## src/rtl/sharpen_window_scheduler_if.sv

```systemverilog
// sharpen_window_scheduler_if: source-memory, kernel-engine and destination-memory buses of the scheduler.
interface sharpen_window_scheduler_if #(
  parameter int ADDR_W = 18,
  parameter int RES_W  = 12
);
  logic              rd_en;
  logic [ADDR_W-1:0] rd_addr;
  logic [7:0]        rd_data;
  logic              win_valid;
  logic              win_ready;
  logic [71:0]       win_data;
  logic              res_valid;
  logic [RES_W-1:0]  res_data;
  logic              wr_en;
  logic [ADDR_W-1:0] wr_addr;
  logic [7:0]        wr_data;
  modport master (
    output rd_en, rd_addr, win_valid, win_data, wr_en, wr_addr, wr_data,
    input  rd_data, win_ready, res_valid, res_data
  );
  modport slave (
    input  rd_en, rd_addr, win_valid, win_data, wr_en, wr_addr, wr_data,
    output rd_data, win_ready, res_valid, res_data
  );
endinterface

```

## src/rtl/sharpen_window_scheduler.sv

```systemverilog
// sharpen_window_scheduler: raster-walks a frame, fetching edge-replicated 3x3 windows for the
// sharpen engine and writing its clamped results back, one window in flight at a time.
module sharpen_window_scheduler #(
  parameter int IMG_W  = 512,
  parameter int IMG_H  = 512,
  parameter int ADDR_W = 18,
  parameter int RES_W  = 12
) (
  input  logic clk,
  input  logic reset,
  input  logic start,
  output logic busy,
  output logic done,
  sharpen_window_scheduler_if.master bus
);
  localparam int XW = $clog2(IMG_W);
  localparam int YW = $clog2(IMG_H);
  localparam logic [XW-1:0] X_MAX = XW'(IMG_W - 1);
  localparam logic [YW-1:0] Y_MAX = YW'(IMG_H - 1);
  localparam logic [2:0] IDLE     = 3'd0;
  localparam logic [2:0] FETCH    = 3'd1;
  localparam logic [2:0] DRAIN    = 3'd2;
  localparam logic [2:0] PRESENT  = 3'd3;
  localparam logic [2:0] WAIT_RES = 3'd4;
  localparam logic [2:0] WRITE    = 3'd5;
  localparam logic [2:0] DONE     = 3'd6;
  logic [2:0]    state;
  logic [XW-1:0] x, cx;
  logic [YW-1:0] y, ry;
  logic [1:0]    tr, tc;
  logic [71:0]   win;
  logic [7:0]    res;
  logic          cap;
  always_ff @(posedge clk) begin
    if (reset) begin
      state <= IDLE;
      x     <= '0;
      y     <= '0;
      tr    <= '0;
      tc    <= '0;
      win   <= '0;
      res   <= '0;
      cap   <= 1'b0;
    end else begin
      cap <= state == FETCH;
      // taps return in k order, so shifting in from the top leaves tap 0 in the low byte
      if (cap) win <= {bus.rd_data, win[71:8]};
      case (state)
        IDLE: if (start) begin
          x     <= '0;
          y     <= '0;
          state <= FETCH;
        end
        FETCH: begin
          tc <= tc == 2'd2 ? 2'd0 : tc + 2'd1;
          tr <= tc == 2'd2 ? tr + 2'd1 : tr;
          if (tr == 2'd2 && tc == 2'd2) begin
            tr    <= '0;
            tc    <= '0;
            state <= DRAIN;
          end
        end
        DRAIN: state <= PRESENT;
        PRESENT: if (bus.win_ready) state <= WAIT_RES;
        WAIT_RES: if (bus.res_valid) begin
          res   <= bus.res_data[RES_W-1] ? 8'd0 : |bus.res_data[RES_W-2:8] ? 8'd255 : bus.res_data[7:0];
          state <= WRITE;
        end
        WRITE: begin
          x     <= x == X_MAX ? '0 : x + 1'b1;
          y     <= x == X_MAX ? y + 1'b1 : y;
          state <= (x == X_MAX && y == Y_MAX) ? DONE : FETCH;
        end
        DONE: state <= IDLE;
        default: state <= IDLE;
      endcase
    end
  end
  always_comb begin
    ry            = tr == 2'd0 ? (y == '0 ? y : y - 1'b1) : tr == 2'd1 ? y : (y == Y_MAX ? y : y + 1'b1);
    cx            = tc == 2'd0 ? (x == '0 ? x : x - 1'b1) : tc == 2'd1 ? x : (x == X_MAX ? x : x + 1'b1);
    busy          = state != IDLE;
    done          = state == DONE;
    bus.rd_en     = state == FETCH;
    bus.rd_addr   = bus.rd_en ? ADDR_W'(ry) * ADDR_W'(IMG_W) + ADDR_W'(cx) : '0;
    bus.win_valid = state == PRESENT;
    bus.win_data  = win;
    bus.wr_en     = state == WRITE;
    bus.wr_addr   = bus.wr_en ? ADDR_W'(y) * ADDR_W'(IMG_W) + ADDR_W'(x) : '0;
    bus.wr_data   = bus.wr_en ? res : '0;
  end
endmodule
```

## src/flat_wrapper.sv

```systemverilog
// flat-port wrapper written by rule: the top's interface ports become plain ports
module sharpen_window_scheduler_flat 
#(
  parameter int IMG_W  = 512,
  parameter int IMG_H  = 512,
  parameter int ADDR_W = 18,
  parameter int RES_W  = 12
)
  (clk, reset, start, busy, done, bus_rd_en, bus_rd_addr, bus_win_valid, bus_win_data, bus_wr_en, bus_wr_addr, bus_wr_data, bus_rd_data, bus_win_ready, bus_res_valid, bus_res_data);
  sharpen_window_scheduler_if #(.ADDR_W(ADDR_W), .RES_W(RES_W)) bus_i ();
  input  logic clk;
  input  logic reset;
  input  logic start;
  output logic busy;
  output logic done;
  output wire logic [$bits(bus_i.rd_en)-1:0] bus_rd_en;
  output wire logic [$bits(bus_i.rd_addr)-1:0] bus_rd_addr;
  output wire logic [$bits(bus_i.win_valid)-1:0] bus_win_valid;
  output wire logic [$bits(bus_i.win_data)-1:0] bus_win_data;
  output wire logic [$bits(bus_i.wr_en)-1:0] bus_wr_en;
  output wire logic [$bits(bus_i.wr_addr)-1:0] bus_wr_addr;
  output wire logic [$bits(bus_i.wr_data)-1:0] bus_wr_data;
  input wire logic [$bits(bus_i.rd_data)-1:0] bus_rd_data;
  input wire logic [$bits(bus_i.win_ready)-1:0] bus_win_ready;
  input wire logic [$bits(bus_i.res_valid)-1:0] bus_res_valid;
  input wire logic [$bits(bus_i.res_data)-1:0] bus_res_data;
  assign bus_rd_en = bus_i.rd_en;
  assign bus_rd_addr = bus_i.rd_addr;
  assign bus_win_valid = bus_i.win_valid;
  assign bus_win_data = bus_i.win_data;
  assign bus_wr_en = bus_i.wr_en;
  assign bus_wr_addr = bus_i.wr_addr;
  assign bus_wr_data = bus_i.wr_data;
  assign bus_i.rd_data = bus_rd_data;
  assign bus_i.win_ready = bus_win_ready;
  assign bus_i.res_valid = bus_res_valid;
  assign bus_i.res_data = bus_res_data;
  sharpen_window_scheduler #(.IMG_W(IMG_W), .IMG_H(IMG_H), .ADDR_W(ADDR_W), .RES_W(RES_W)) u_core (.clk(clk), .reset(reset), .start(start), .busy(busy), .done(done), .bus(bus_i));
endmodule
```

## config.mk

```make
export PLATFORM = sky130hd
export DESIGN_NAME = sharpen_window_scheduler_flat
export DESIGN_NICKNAME = d
export VERILOG_FILES = /design/src/rtl/sharpen_window_scheduler_if.sv /design/src/rtl/sharpen_window_scheduler.sv /design/src/flat_wrapper.sv
export SDC_FILE = /design/constraint.sdc
export NUM_CORES = 1
export LEC_CHECK = 0
export CORE_MARGIN = 4
export CORE_UTILIZATION = 48
export DETAILED_ROUTE_END_ITERATION = 8
export PLACE_DENSITY = 0.8
export REMOVE_ABC_BUFFERS = 1
export SYNTH_ARGS = -nofsm -noshare
export SYNTH_HDL_FRONTEND = slang
export SYNTH_SLANG_ARGS = --single-unit
```

## constraint.sdc

```tcl
create_clock -name clk -period 2.96 [get_ports clk]
set_input_delay 0.74 -clock clk [delete_from_list [all_inputs] [get_ports clk]]
set_output_delay 0.74 -clock clk [all_outputs]
set_load 0.1 [all_outputs]
```

==> impl_summary.txt <==
----------------------------------------------------
[Logic synthesis]
  Sequential element share of the synthesized area ... 0.407
  Unique masters post-synth ... 55
  Top-area cell type share of the netlist area ... 0.407
  Synthesized-area fraction occupied by xor and xnor cells ... 0.00168
  Leading area contributor after synthesis ... dfxtp_1
  Mean area per synthesized cell ... 8.44 µm²
  Number of enable-type register cells in the synthesized netlist ... 0
  Primary FF master, synth ... dfxtp_1
  Proportion of register bits with asynchronous set or reset after synthesis ... 0
  Post-synthesis instance total ... 617
  Mux contribution to synthesized area ... 0.151
  Top cells by area, synth ... dfxtp_1, mux2i_1, nor2_1, nor3_1, a21oi_1
  Number of warnings reported in the yosys synthesis log ... 0
  Adder-cell share of the synthesized area ... 0.0240
  Cell Area, Synth ... 5210 µm²
  Flip-flop and latch count after synthesis ... 106
  Post-synthesis compound-gate area fraction ... 0.122
  Simple logic cell fraction of the synthesized area ... 0.244
  Largest family of logic cells by synthesized area ... simple AND/OR/NAND/NOR gates

[Power and ir drop]
  Net switching power ... 888 µW
  Leakage ... 0.00319 µW
  Gate power share ... 0.159
  Switching Fraction ... 0.313
  Flop pwr share ... 0.526
  Clock power frac ... 0.315
  Cell area power density ... 345 nW/µm²
  Peak VDD IR ... 0.000318 V
  Internal power ... 1950 µW

[Clock network]
  CTS Buffer Depth ... 2
  Worst-skew pair later-pin latency ... 0.36 ns
  Num Clock Sinks ... 106
  Clock-pin slew of the registers on the worst-case setup and hold paths ... 0.11 ns
  Deepest level of the CTS H-tree ... 3
  CTS buffer count ... 9
  Clock tree from TritonCTS ... done
  Count of hold buffers inserted by post-cts repair ... 0
  Clock tree root buffer cell ... clkbuf_8

[Global routing]
  Maximum number of pins on one net before global-route repair ... 73
  Total GRT Usage ... 0.257
  Number of global-route vias before repair ... 5396
  Total overflow reported by the global router ... 0
  Initial antenna violation count ... 0
  Global-route wire length before repair ... 27000 µm

[Timing]
  Setup repair after global routing missed its margin ... yes
  Worst slew margin relative to its limit ... 0.211
  Worst slew pin tran ... 1.18 ns
  Minimum period implied by the final worst setup slack ... 3.22 ns
  Skew final ... 0.0106 ns
  Final hold violation count ... 0
  FMAX ... 310 MHz
  Count of final max-slew check failures ... 0
  Slack of the critical path ... -0.261 ns
  Crit share post-route ... 1.09
  Number of setup violations in the final report ... 17

[Die]
  Die Y ... 112 µm
  Starting density of the core ... 0.498
  Number of top-level design ports ... 146
  Core area ... 10500 µm²
  Die X-Extent ... 112 µm
  DIE AREA ... 12600 µm²
  Cell row count ... 37

[Job]
  Max-cap violations ... 0

[Final layout]
  Utilization after layout ... 0.786
  Top library cells by usage in the layout, fill and taps aside ... buf_4, nor2_1, dfxtp_1
  Relative area change from synthesis to final layout ... 58.0%
  Layout fillers ... 703
  Fin cells ... 936
  Most common cell after layout, fill and taps aside ... buf_4
  Antenna cell count ... 0
  Layout cells sized above 1 ... 0.378
  Number of nets in the finished design ... 830

[Hold path]
  Type of the tightest min-delay check ... reg -> reg
  Source of the worst hold timing path ... u_core.res[1]
  Min-Delay Endpoint ... u_core.res[1]
  Count of cells along the worst hold path ... 2

[Critical path]
  Arrival time worst endpoint ... 2.48 ns
  Worst setup EP type ... primary output
  Maximum cell stage delay along the critical path ... 0.48 ns
  Crit-path slowest cell ... or4b_4
  Worst R2R Path Depth ... 10
  Cell Chain, Critical Path ... inv_4 -> ha_4 -> or4b_4 -> buf_6 -> o211ai_1 -> o21ai_1 -> mux2i_1 -> clkbuf_16
  Startpoint of the worst register-to-register path ... u_core.x[0]
  Startpoint kind of the worst setup timing path ... register
  Peak fanout along the critical path ... 3
  Worst Setup Path Type ... reg -> out
  Capture instance of the worst register-to-register path ... u_core.y[5]
  Worst-case register-to-register setup slack ... 0.51 ns
  WP data required ... 2.22 ns
  Combined buffer and inverter count along the critical path ... 3
  Worst path top cell family by delay ... buffers and inverters
  Critical Path Start ... u_core.x[1]

[Place]
  Hpwl dp ... 11600 µm
  Number of placed cells counting well taps ... 905
  Final weighted congestion in routability-driven placement ... 0.902
  Quantity of I/O buffers inserted on ports ... 145

[Detailed routing]
  Final ANT Viol Nets ... 0
  Total routed wirelength ... 17000 µm
  Initial detailed-routing violation count ... 432
  Via density per instance ... 5.76
  Routed length per placed instance ... 18.2 µm
  1st-pass router iterations ... 6
  Via count ... 5391
  DRC violation count after routing ... 0

[Outcome]
  Violations in the final reports ... setup timing
  Result of the run ... finished, violations left

----------------------------------------------------
[layout make-up]
type	instances	area, µm²	area share
Clock buffer	9	124	0.0151
Clock inverter	7	85.1	0.0103
Inverter	17	78.8	0.00958
Timing Repair Buffer	218	2350	0.286
Tap cell	136	170	0.0207
Multi-Input combinational cell	443	3260	0.397
Sequential cell	106	2160	0.262
[power by group through the flow]
stage          sequential (µW)  clock [µW]  combinational [µW]
5_1_grt                   1500         967                 472
4_1_cts                   1490         913                 433
2_1_floorplan             1590           0                 204
3_3_place_gp              1530           0                 412
6_report                  1490         895                 450
3_5_place_dp              1530           0                 419
[cell families (layout without fill, tap and decap cells)]
group,after synthesis,after routing
AND/OR/NAND/NOR,255,255
flip-flops,106,106
AO/OA/AOI/OAI,99,99
multiplexers,78,78
buffers and inverters,68,251
adder cells (fa/ha/maj),10,10
XOR/XNOR,1,1
[worst reg2reg max path: stages (launching register included)]
cell and delay [ns]:
dfxtp_4 0.41, ha_4 0.16, inv_4 0.04, nor3_4 0.17, and3_4 0.23, ha_4 0.17
buf_6 0.11, buf_4 0.12, nand4b_1 0.27, or4_1 0.51, a21oi_1 0.18
[metrics by stage]
step / setup slack [ns] / cell area [µm²] / TNS, ns / hold slack [ns] / total power [µW]
4_1_cts: -0.165 / 8070 / -1.51 / 0.490 / 2840
6_report: -0.261 / 8230 / -2.09 / 0.488 / 2840
3_5_place_dp: -0.120 / 7380 / -0.195 / 0.467 / 1950
3_3_place_gp: 0.0167 / 7380 / 0 / 0.459 / 1940
2_1_floorplan: -4.23 / 5010 / -59.31 / 0.448 / 1790
5_1_grt: -0.309 / 8230 / -3.39 / 0.527 / 2940
[state kept, by name, summed over array words and instances, names as in the netlist]
signal,flops
u_core.y,9
u_core.tc,2
u_core.cap,1
u_core.tr,2
u_core.bus.win_data,72
u_core.res,8
u_core.state,3
u_core.x,9
[routing by layer]
layer	up-vias	wire (µm)	GRT usage
met1	2561	6760	0.294
met4	0	474	0.0841
met5	-	0	0
met2	233	8910	0.483
met3	54	898	0.0426
li1	2543	-	-
[cell usage after synthesis (4+ instances only)]
| master | number |
|---|---|
| a21oi_1 | 39 |
| a41oi_1 | 4 |
| ha_1 | 10 |
| nand2_1 | 20 |
| a2111oi_0 | 4 |
| nor4_1 | 12 |
| a211oi_1 | 11 |
| nand3_1 | 13 |
| nor2_1 | 108 |
| a22oi_1 | 6 |
| and2_1 | 16 |
| mux2i_1 | 75 |
| dfxtp_1 | 106 |
| clkbuf_1 | 37 |
| o21ai_0 | 12 |
| o21a_1 | 6 |
| or4_1 | 5 |
| inv_1 | 17 |
| nor2b_1 | 5 |
| buf_1 | 10 |
| and3_1 | 4 |
| nor3_1 | 40 |
| nor3b_1 | 6 |
[how the worst max path moves through the flow]
stage / slack (ns) / end / cells after the start
after floorplan: -4.23 / bus_rd_addr[6] / 8
after global placement: 0.02 / bus_rd_addr[6] / 10
after detailed placement: -0.12 / bus_rd_addr[6] / 10
after CTS: -0.17 / bus_rd_addr[4] / 8
after global routing: -0.31 / bus_rd_addr[6] / 10
final: -0.26 / bus_rd_addr[5] / 8
[repair_timing]
item,4_1_cts,5_1_grt
hold endpoints to repair,0,0
endpoints found under the setup margin,18,18
resized for setup,106,27
pin swaps,25,13
cloned,0,0
setup buffers,10,7
(Power assumes the default switching activity.)
